===== src/rtl/chi_link_ctrl.sv =====
// ============================================================================
// chi_link_ctrl
// ----------------------------------------------------------------------------
// CHI link-layer controller for one TX/RX channel pair. It runs the TX and RX
// link-activation state machines (STOP / ACTIVATE / RUN / DEACTIVATE) and
// keeps the L-credit books in both directions:
//   - TX side: counts credits granted by the remote receiver, gates protocol
//     flits on held credits and hands all credits back on link teardown.
//   - RX side: issues credits to the remote transmitter while the local flit
//     buffer has room, and waits for all of them to come back before the RX
//     link is allowed to stop.
//
// Optional feature macro: CHI_LINK_CTRL_CREDIT_ERR_EN
//   defined   -> credit_err is a sticky flag raised on credit protocol misuse
//   undefined -> credit_err is tied low and no checking logic is built
//
// Parameters
//   MAX_CREDITS   maximum L-credits held or issued per direction (1..15)
//   RX_BUF_DEPTH  local RX flit buffer entries (1..15)
//
// Ports
//   clk                  bridge clock
//   resetn               asynchronous active-low reset
//   link_up_req          software link enable (level)
//   CHI_TXLINKACTIVEREQ  TX link request (ACTIVATE, RUN)
//   CHI_TXLINKACTIVEACK  TX link acknowledge from remote
//   CHI_RXLINKACTIVEREQ  RX link request from remote
//   CHI_RXLINKACTIVEACK  RX link acknowledge (RUN, DEACTIVATE)
//   CHI_TXSACTIVE        high whenever the TX FSM is not in STOP
//   tx_lcrdv             one credit received from the remote receiver
//   tx_flit_req          datapath has a protocol flit ready
//   tx_flit_gnt          flit may go this cycle (combinational, uses a credit)
//   tx_lcrd_return       credit-return link flit sent this cycle
//   rx_lcrdv             one credit issued to the remote
//   rx_flitv             protocol flit received (takes a buffer entry)
//   rx_lcrd_ret          credit-return link flit received (no buffer entry)
//   rx_buf_pop           one buffer entry freed downstream
//   tx_state, rx_state   FSM states: 00 STOP 01 ACTIVATE 10 RUN 11 DEACTIVATE
//   tx_credits           credits currently held for transmission
//   rx_outstanding       credits issued to the remote and not yet consumed
//   credit_err           sticky credit protocol error
// ============================================================================
module chi_link_ctrl #(
    parameter int MAX_CREDITS  = 15,
    parameter int RX_BUF_DEPTH = 8
) (
    input  logic       clk,
    input  logic       resetn,
    input  logic       link_up_req,
    output logic       CHI_TXLINKACTIVEREQ,
    input  logic       CHI_TXLINKACTIVEACK,
    input  logic       CHI_RXLINKACTIVEREQ,
    output logic       CHI_RXLINKACTIVEACK,
    output logic       CHI_TXSACTIVE,
    input  logic       tx_lcrdv,
    input  logic       tx_flit_req,
    output logic       tx_flit_gnt,
    output logic       tx_lcrd_return,
    output logic       rx_lcrdv,
    input  logic       rx_flitv,
    input  logic       rx_lcrd_ret,
    input  logic       rx_buf_pop,
    output logic [1:0] tx_state,
    output logic [1:0] rx_state,
    output logic [3:0] tx_credits,
    output logic [3:0] rx_outstanding,
    output logic       credit_err
);

    // Encoding matches the values reported on tx_state / rx_state.
    typedef enum logic [1:0] {
        ST_STOP       = 2'b00,
        ST_ACTIVATE   = 2'b01,
        ST_RUN        = 2'b10,
        ST_DEACTIVATE = 2'b11
    } link_state_t;

    localparam logic [3:0] MAX_CRED  = 4'(MAX_CREDITS);
    localparam logic [4:0] BUF_DEPTH = 5'(RX_BUF_DEPTH);

    link_state_t tx_cur;
    link_state_t tx_nxt;
    link_state_t rx_cur;
    link_state_t rx_nxt;

    logic [3:0]  tx_credits_nxt;
    logic        tx_cred_inc;
    logic        tx_cred_dec;
    logic        tx_ret_now;

    logic [3:0]  rx_occupancy;
    logic [3:0]  rx_occ_nxt;
    logic [4:0]  rx_occ_sum;
    logic [4:0]  rx_occ_after_pop;
    logic [3:0]  rx_out_nxt;
    logic [4:0]  rx_out_sum;
    logic [4:0]  rx_out_diff;
    logic [1:0]  rx_dec;
    logic        rx_issue;

    assign tx_state = tx_cur;
    assign rx_state = rx_cur;

    // ------------------------------------------------------------------------
    // TX link FSM next state. The TX side may only start activating once the
    // RX side has finished any teardown in progress, and it may only return
    // to STOP after the remote has dropped ACK and every held credit has been
    // handed back through credit-return flits.
    // ------------------------------------------------------------------------
    always_comb begin
        tx_nxt = tx_cur;
        case (tx_cur)
            ST_STOP: begin
                if (link_up_req && (rx_cur != ST_DEACTIVATE))
                    tx_nxt = ST_ACTIVATE;
            end
            ST_ACTIVATE: begin
                if (CHI_TXLINKACTIVEACK)
                    tx_nxt = ST_RUN;
            end
            ST_RUN: begin
                if (!link_up_req)
                    tx_nxt = ST_DEACTIVATE;
            end
            ST_DEACTIVATE: begin
                if (!CHI_TXLINKACTIVEACK && (tx_credits == 4'd0))
                    tx_nxt = ST_STOP;
            end
            default: tx_nxt = ST_STOP;
        endcase
    end

    // ------------------------------------------------------------------------
    // TX credit book. Grants are combinational so the datapath can launch a
    // flit in the same cycle it asks. During DEACTIVATE every held credit is
    // returned, one per cycle. A received credit and a consumed credit in the
    // same cycle cancel out; a received credit at the ceiling is dropped.
    // ------------------------------------------------------------------------
    assign tx_flit_gnt = tx_flit_req && (tx_cur == ST_RUN) && (tx_credits != 4'd0);
    assign tx_ret_now  = (tx_cur == ST_DEACTIVATE) && (tx_credits != 4'd0);
    assign tx_cred_inc = tx_lcrdv && (tx_cur != ST_STOP);
    assign tx_cred_dec = tx_flit_gnt || tx_ret_now;

    always_comb begin
        tx_credits_nxt = tx_credits;
        if (tx_cred_inc && !tx_cred_dec) begin
            if (tx_credits != MAX_CRED)
                tx_credits_nxt = tx_credits + 4'd1;
        end else if (!tx_cred_inc && tx_cred_dec) begin
            tx_credits_nxt = tx_credits - 4'd1;
        end
    end

    // ------------------------------------------------------------------------
    // TX registers. The link pins and the credit-return strobe are registered
    // from the next state, so each one is a clean flop output that always
    // agrees with the state and credit count visible in the same cycle.
    // ------------------------------------------------------------------------
    always_ff @(posedge clk or negedge resetn) begin
        if (!resetn) begin
            tx_cur              <= ST_STOP;
            tx_credits          <= 4'd0;
            CHI_TXLINKACTIVEREQ <= 1'b0;
            CHI_TXSACTIVE       <= 1'b0;
            tx_lcrd_return      <= 1'b0;
        end else begin
            tx_cur              <= tx_nxt;
            tx_credits          <= tx_credits_nxt;
            CHI_TXLINKACTIVEREQ <= (tx_nxt == ST_ACTIVATE) || (tx_nxt == ST_RUN);
            CHI_TXSACTIVE       <= (tx_nxt != ST_STOP);
            tx_lcrd_return      <= (tx_nxt == ST_DEACTIVATE) && (tx_credits_nxt != 4'd0);
        end
    end

    // ------------------------------------------------------------------------
    // RX link FSM next state. ACTIVATE lasts exactly one cycle; teardown waits
    // until the remote has consumed or returned every credit we issued.
    // ------------------------------------------------------------------------
    always_comb begin
        rx_nxt = rx_cur;
        case (rx_cur)
            ST_STOP: begin
                if (CHI_RXLINKACTIVEREQ)
                    rx_nxt = ST_ACTIVATE;
            end
            ST_ACTIVATE: begin
                rx_nxt = ST_RUN;
            end
            ST_RUN: begin
                if (!CHI_RXLINKACTIVEREQ)
                    rx_nxt = ST_DEACTIVATE;
            end
            ST_DEACTIVATE: begin
                if (rx_outstanding == 4'd0)
                    rx_nxt = ST_STOP;
            end
            default: rx_nxt = ST_STOP;
        endcase
    end

    // ------------------------------------------------------------------------
    // RX credit issue. A credit is only offered when every credit already in
    // flight plus every flit already buffered still leaves a free entry. The
    // outstanding count is bumped on the same edge the credit is launched, so
    // the following decision already accounts for it. Buffer pops and
    // returned credits therefore influence the decision one cycle later.
    // ------------------------------------------------------------------------
    assign rx_issue = (rx_cur == ST_RUN)
                   && (({1'b0, rx_outstanding} + {1'b0, rx_occupancy}) < BUF_DEPTH)
                   && (rx_outstanding < MAX_CRED);

    // ------------------------------------------------------------------------
    // RX outstanding count: +1 per issued credit, -1 per received flit and -1
    // per returned credit. A remote that sends more than it was given cannot
    // drive the count below zero.
    // ------------------------------------------------------------------------
    always_comb begin
        rx_out_sum  = {1'b0, rx_outstanding} + {4'd0, rx_issue};
        rx_dec      = {1'b0, rx_flitv} + {1'b0, rx_lcrd_ret};
        rx_out_diff = rx_out_sum - {3'd0, rx_dec};
        rx_out_nxt  = 4'd0;
        if (rx_out_sum >= {3'd0, rx_dec})
            rx_out_nxt = rx_out_diff[3:0];
    end

    // ------------------------------------------------------------------------
    // RX buffer occupancy: +1 per received flit, -1 per pop, held within the
    // 4-bit range so spurious pops or a flood of flits cannot wrap it.
    // ------------------------------------------------------------------------
    always_comb begin
        rx_occ_sum       = {1'b0, rx_occupancy} + {4'd0, rx_flitv};
        rx_occ_after_pop = rx_occ_sum;
        if (rx_buf_pop && (rx_occ_sum != 5'd0))
            rx_occ_after_pop = rx_occ_sum - 5'd1;
        rx_occ_nxt = rx_occ_after_pop[3:0];
        if (rx_occ_after_pop > 5'd15)
            rx_occ_nxt = 4'd15;
    end

    // ------------------------------------------------------------------------
    // RX registers. ACK follows the next state so it rises on the same edge
    // that RUN is entered, two cycles after the remote raises its request.
    // ------------------------------------------------------------------------
    always_ff @(posedge clk or negedge resetn) begin
        if (!resetn) begin
            rx_cur              <= ST_STOP;
            rx_outstanding      <= 4'd0;
            rx_occupancy        <= 4'd0;
            rx_lcrdv            <= 1'b0;
            CHI_RXLINKACTIVEACK <= 1'b0;
        end else begin
            rx_cur              <= rx_nxt;
            rx_outstanding      <= rx_out_nxt;
            rx_occupancy        <= rx_occ_nxt;
            rx_lcrdv            <= rx_issue;
            CHI_RXLINKACTIVEACK <= (rx_nxt == ST_RUN) || (rx_nxt == ST_DEACTIVATE);
        end
    end

`ifdef CHI_LINK_CTRL_CREDIT_ERR_EN
    logic err_event;

    // ------------------------------------------------------------------------
    // Credit protocol checking: a credit arriving when we already hold the
    // maximum or while the TX link is stopped, a flit or credit return when
    // nothing is outstanding, or a flit while the RX link is not accepting.
    // The flag stays set until reset so software can spot rare events.
    // ------------------------------------------------------------------------
    always_comb begin
        err_event = 1'b0;
        if (tx_lcrdv && (tx_credits == MAX_CRED))
            err_event = 1'b1;
        if (tx_lcrdv && (tx_cur == ST_STOP))
            err_event = 1'b1;
        if ((rx_flitv || rx_lcrd_ret) && (rx_outstanding == 4'd0))
            err_event = 1'b1;
        if (rx_flitv && (rx_cur != ST_RUN) && (rx_cur != ST_DEACTIVATE))
            err_event = 1'b1;
    end

    // Sticky error register.
    always_ff @(posedge clk or negedge resetn) begin
        if (!resetn)
            credit_err <= 1'b0;
        else if (err_event)
            credit_err <= 1'b1;
    end
`else
    assign credit_err = 1'b0;
`endif

endmodule


===== config.mk =====
export PLATFORM = sky130hd
export DESIGN_NAME = chi_link_ctrl
export DESIGN_NICKNAME = d
export VERILOG_FILES = /design/src/rtl/chi_link_ctrl.sv
export SDC_FILE = /design/constraint.sdc
export NUM_CORES = 1
export LEC_CHECK = 0
export ABC_AREA = 1
export BUFFER_PORTS_ARGS = -buffer_cell sky130_fd_sc_hd__buf_2
export CAP_MARGIN = 40
export CORE_ASPECT_RATIO = 2
export CORE_MARGIN = 10
export CORE_UTILIZATION = 54
export CTS_BUF_LIST = sky130_fd_sc_hd__clkbuf_16
export DETAILED_ROUTE_END_ITERATION = 16
export PLACE_DENSITY = 0.81
export SYNTH_ARGS = -nofsm -noshare
export SYNTH_HDL_FRONTEND = slang
export SYNTH_SLANG_ARGS = --single-unit

===== constraint.sdc =====
create_clock -name clk -period 5.61 [get_ports clk]
set_clock_uncertainty 0.1 [all_clocks]
set_input_delay 0.561 -clock clk [delete_from_list [all_inputs] [get_ports clk]]
set_output_delay 0.561 -clock clk [all_outputs]
set_load 0.02 [all_outputs]

Yosys cells after proc, flatten, opt, wreduce, memory -nomap -nowiden
Index checks and enable logic that the tools add are counted.

word-level totals
  register bits after elaboration = 21
  latch bits = 0
  memory bits (writable) = 0
  ROM bits = 0
  bits of input ports = 10
  output and inout port bits = 19
  logic and storage cells = 77
  memories = 0

operators by class
  $add $sub $neg = 8
  multiply operators = 0
  divide/modulo/power cells = 0
  magnitude comparators = 4
  equal/unequal tests = 13
  shifts and indexed selects = 0
  multiplexer cells = 15
  bitwise logic cells = 0
  reductions and logical operators = 27

operators with widths
  operator                                                                       count
  4-bit two-way mux                                                              5
  2-bit == test (second input constant)                                          8
  2-bit one-hot mux with 4 select lines                                          2
  2-bit two-way mux                                                              7
  1-bit logical AND                                                              12
  4-bit by 1-bit adder with 5-bit output                                         2
  4-bit zero test                                                                2
  4-bit nonzero test                                                             2
  2-bit by 1-bit == test with 1-bit output (second input constant)               3
  4-bit by 4-bit adder with 5-bit output                                         1
  5-bit by 2-bit >= comparator with 1-bit output                                 1
  5-bit by 4-bit > comparator with 1-bit output (second input constant)          1
  5-bit by 4-bit less-than comparator with 1-bit output (second input constant)  1
  5-bit two-way mux                                                              1
  5-bit nonzero test                                                             1
  5-bit by 1-bit subtractor with 5-bit output (second input constant)            1
  4-bit by 1-bit adder with 4-bit output (second input constant)                 1
  2-bit zero test                                                                2
  4-bit less-than comparator (second input constant)                             1
  4-bit != test (second input constant)                                          1
  2-bit nonzero test                                                             2
  4-bit by 1-bit subtractor with 4-bit output (second input constant)            1
  4-bit by 2-bit subtractor with 4-bit output                                    1
  1-bit zero test                                                                3
  3 further kinds                                                                5

Longest topological paths before layout
  depth in word-level cells = 9
  mapped depth = 12
  mapped depth without buffers = 12

Worst setup path before layout
No wires, ideal clock.

  path kind = flip-flop to flip-flop
  start point = reg rx_outstanding[3]
  end point = reg rx_outstanding[0]
  setup time = 0.122 ns
  arrival = 2.907 ns
  slack = 2.481 ns
  cell stages (with the launch flop) = 11
  period minus slack after synthesis = 3.129 ns
  cell sequence = dfrtp_1 ha_1 or3_1 a2111oi_0 ha_1 ha_1 ha_1 a211oi_1 nand2_1 nor2_1 nor2_1

on the way
  cells in the longest elaborated chain, start to end = 7
  elaborated cells between the ends (all ways) = 9
  those cells by class = add/sub (3); order compare (3); mux (1); reduce/logical (2)

RTL lines
  what                                                                                                           line      RTL
  from (decl)                                                                                                    66        output logic [3:0] rx_outstanding,
  from (signal assigned)                                                                                         253       rx_outstanding <= rx_out_nxt;
  4-bit by 4-bit adder with 5-bit output                                                                         209       && (({1'b0, rx_outstanding} + {1'b0, rx_occupancy}) < BUF_DEPTH)
  5-bit by 4-bit less-than comparator with 1-bit output                                                          209
  1-bit logical AND                                                                                              209
  1-bit logical AND *                                                                                            210       && (rx_outstanding < MAX_CRED);
  named net rx_issue                                                                                             99        logic rx_issue;
  4-bit by 1-bit adder with 5-bit output *                                                                       218       rx_out_sum = {1'b0, rx_outstanding} + {4'd0, rx_issue};
  4-bit by 2-bit subtractor with 4-bit output or 5-bit by 2-bit >= comparator with 1-bit output (tied branches)  220, 222
  4-bit two-way mux *                                                                                            222       if (rx_out_sum >= {3'd0, rx_dec})
  named net rx_out_nxt[0]                                                                                        95        logic [3:0] rx_out_nxt;

The timed path passes the listed nets; every way through them passes the cells marked *.

Final worst setup path
  start point = reg rx_outstanding[3]
  end point = reg rx_outstanding[2]

Same word-level chain as after synthesis.

==> flow_metrics.env <==
export IMPL_outcome="complete, no violations"
export IMPL_grt_pass1_vias=1304
export IMPL_drc=0
export IMPL_synth_top_area_share_pct=34.7
export IMPL_crit_fanout=5
export IMPL_place_area_sq_um=1600
export IMPL_n_antenna_cell=0
export IMPL_hold_viol=0
export IMPL_crit_path_end="rx_outstanding[2]"
export IMPL_fin_crit_sh_pct=60.9
export IMPL_crit_start="rx_outstanding[3]"
export IMPL_place_congestion=0.865
export IMPL_crit_required_ns=5.65
export IMPL_fill_cells=242
export IMPL_synth_common_cells="inv_1 (34), nand2_1 (30), nand3_1 (21), dfrtp_1 (20)"
export IMPL_die_area_sq_um=5260
export IMPL_p_per_area_nw_per_um2=646
export IMPL_die_y_microns=93.1
export IMPL_r2r_end="rx_outstanding[2]"
export IMPL_hold_path_class="input pin to async pin"
export IMPL_ys_flop_type="dfrtp_1"
export IMPL_cap_violations=0
export IMPL_synth_edf_count=0
export IMPL_rr_startpoint="rx_outstanding[3]"
export IMPL_rrSetupSlack_ns=2.20
export IMPL_endpoint_kind="register"
export IMPL_cts_buffers=3
export IMPL_drive_gt1_share_pct=22.2
export IMPL_start_kind="register"
export IMPL_clk_pin_slew_worst_paths_ns=0.05
export IMPL_ys_warn_count=0
export IMPL_total_power_mw=1.08
export IMPL_root_buffer="clkbuf_16"
export IMPL_design_area_sq_um=1670
export IMPL_syn2layout_area_growth_pct=16.0
export IMPL_viasPerCell=5.30
export IMPL_worst_pin_slew_ns=0.703
export IMPL_drt_iter0_markers=13
export IMPL_vias=1271
export IMPL_ys_seq_area_share_pct=34.7
export IMPL_slew_viol_final=0
export IMPL_fp_row_count=26
export IMPL_dp_hpwl_microns=2570
export IMPL_wl_microns=3080
export IMPL_routedWlPerCell_microns=12.8
export IMPL_die_x_microns=56.5
export IMPL_pin_count=29
export IMPL_core_sq_um=2570
export IMPL_power_leakage_nw=0.932
export IMPL_tns_ns=0
export IMPL_antenna_found_initial=0
export IMPL_crit_type="register to register"
export IMPL_syn_inst=184
export IMPL_grt_max_degree=21
export IMPL_htree_levels=1
export IMPL_synthesis_area_sq_um=1440
export IMPL_crit_arrival_ns=3.45
export IMPL_synth_cell_types=34
export IMPL_ys_seq_elements=20
export IMPL_max_freq_mhz=293
export IMPL_start_util_pct=56.1
export IMPL_synth_top_cells_by_area="dfrtp_1 (35%), ha_1 (13%), inv_1 (8.9%), nand2_1 (7.8%), nand3_1 (7.3%)"
export IMPL_cts_resized=0
export IMPL_antenna_left=0
export IMPL_rr_worst_depth=10
export IMPL_clock_sinks=20
export IMPL_slew_headroom_pct=51.9
export IMPL_first_pass_iters=4
export IMPL_grt_use_total_pct=12.4
export IMPL_peakVddDrop_mv=0.357
export IMPL_post_cts_buffers=0
export IMPL_grt_overflow_total=0
export IMPL_yosys_area_top_type="dfrtp_1"
export IMPL_rsz0062_at_grt="false"
export IMPL_fin_nets=240
export IMPL_synth_most_common_cell="inv_1"
export IMPL_cts_tree="yes"
export IMPL_clkLatencyLatePin_ns=0.25
export IMPL_portBuffers=27
export IMPL_async_flop_share_pct=100
export IMPL_period_needed_ns=3.41
export IMPL_synth_fp_nets=210
export IMPL_grt_pass1_wl_microns=5480
export IMPL_hold_buffers=0
export IMPL_setup_violations=0
export IMPL_syn_avg_cell_area_sq_um=7.83
export IMPL_cts_path_max_buffers=2
==> kinds of logic (layout without fill, tap and decap cells) <==
family          Yosys count  count (layout)  synth area share, %
simple gates             83              83                 27.6
buf+inv                  41              69                 11.4
flops                    20              20                 34.7
fa+ha+maj                16              16                 14.4
compound gates           16              16                 7.38
xor+xnor                  7               7                 4.25
other cells               1               1                0.260
==> layout make-up <==
type                            instances  area (sq um)  share of cell area, %
Sequential cell                        20           500                   29.9
Inverter                               39           149                   8.91
Multi-Input combinational cell        123           777                   46.5
Clock buffer                            3          75.1                   4.49
Timing Repair Buffer                   27           135                   8.08
Tap cell                               28          35.0                   2.10
==> flip-flops by register name, indices dropped and copies added (netlist names), 2 cells and up <==
name,count
rx_outstanding,4
tx_credits,4
rx_occupancy,4
tx_state,2
==> cell usage in the layout, fill, tap and decap left out, drive strengths merged, types with 3 or more instances in the layout <==
cell    instances
inv            39
nand2          34
buf            27
nand3          22
dfrtp          20
nor2           17
ha             15
o21ai           6
xor2            4
nor3            4
xnor2           3
clkbuf          3
a21oi           3
==> where the power goes <==
group / internal (mW) / switching, mW
sequential: 0.216 / 0.0848
clock: 0.0939 / 0.0490
combinational: 0.241 / 0.395
total: 0.551 / 0.529
==> stage by stage <==
stage | utilization [%] | hold slack [ns] | std cells | setup WS, ns
finish | 65.0 | 0.146 | 240 | 2.20
global route | 65.0 | 0.185 | 240 | 1.90
CTS | 65.0 | 0.160 | 240 | 2.22
detailed placement | 62.1 | 0.427 | 237 | 2.23
global placement | 62.1 | 0.420 | 237 | 2.39
floorplan | - | 0.165 | 184 | 2.48
==> worst min-delay path by stage <==
stage | start | to | slack [ns] | cells after the start
CTS | resetn | CHI_TXSACTIVE | 0.16 | 1
floorplan | resetn | CHI_RXLINKACTIVEACK | 0.17 | 0
global placement | resetn | CHI_TXSACTIVE | 0.42 | 1
detailed placement | resetn | CHI_TXSACTIVE | 0.43 | 1
finish | resetn | rx_outstanding[0] | 0.15 | 1
global route | resetn | rx_outstanding[3] | 0.19 | 1
==> routing by layer <==
metal  track usage, %  part of all wire [%]
met1             10.7                    33
met2             23.4                    56
met3             3.66                   5.9
met4             7.66                   4.3
met5                0                     0
==> worst max-delay path: stages, from the launching register on <==
cell and delay, ns:
dfrtp_1 0.43, ha_1 0.31, or3_1 0.36, a2111oi_0 0.55, ha_1 0.29, ha_1 0.26
ha_1 0.32, a211oi_1 0.35, nand2_1 0.08, nor2_1 0.18, nor2_1 0.06
No activity file was read; power rests on OpenSTA's default activity.
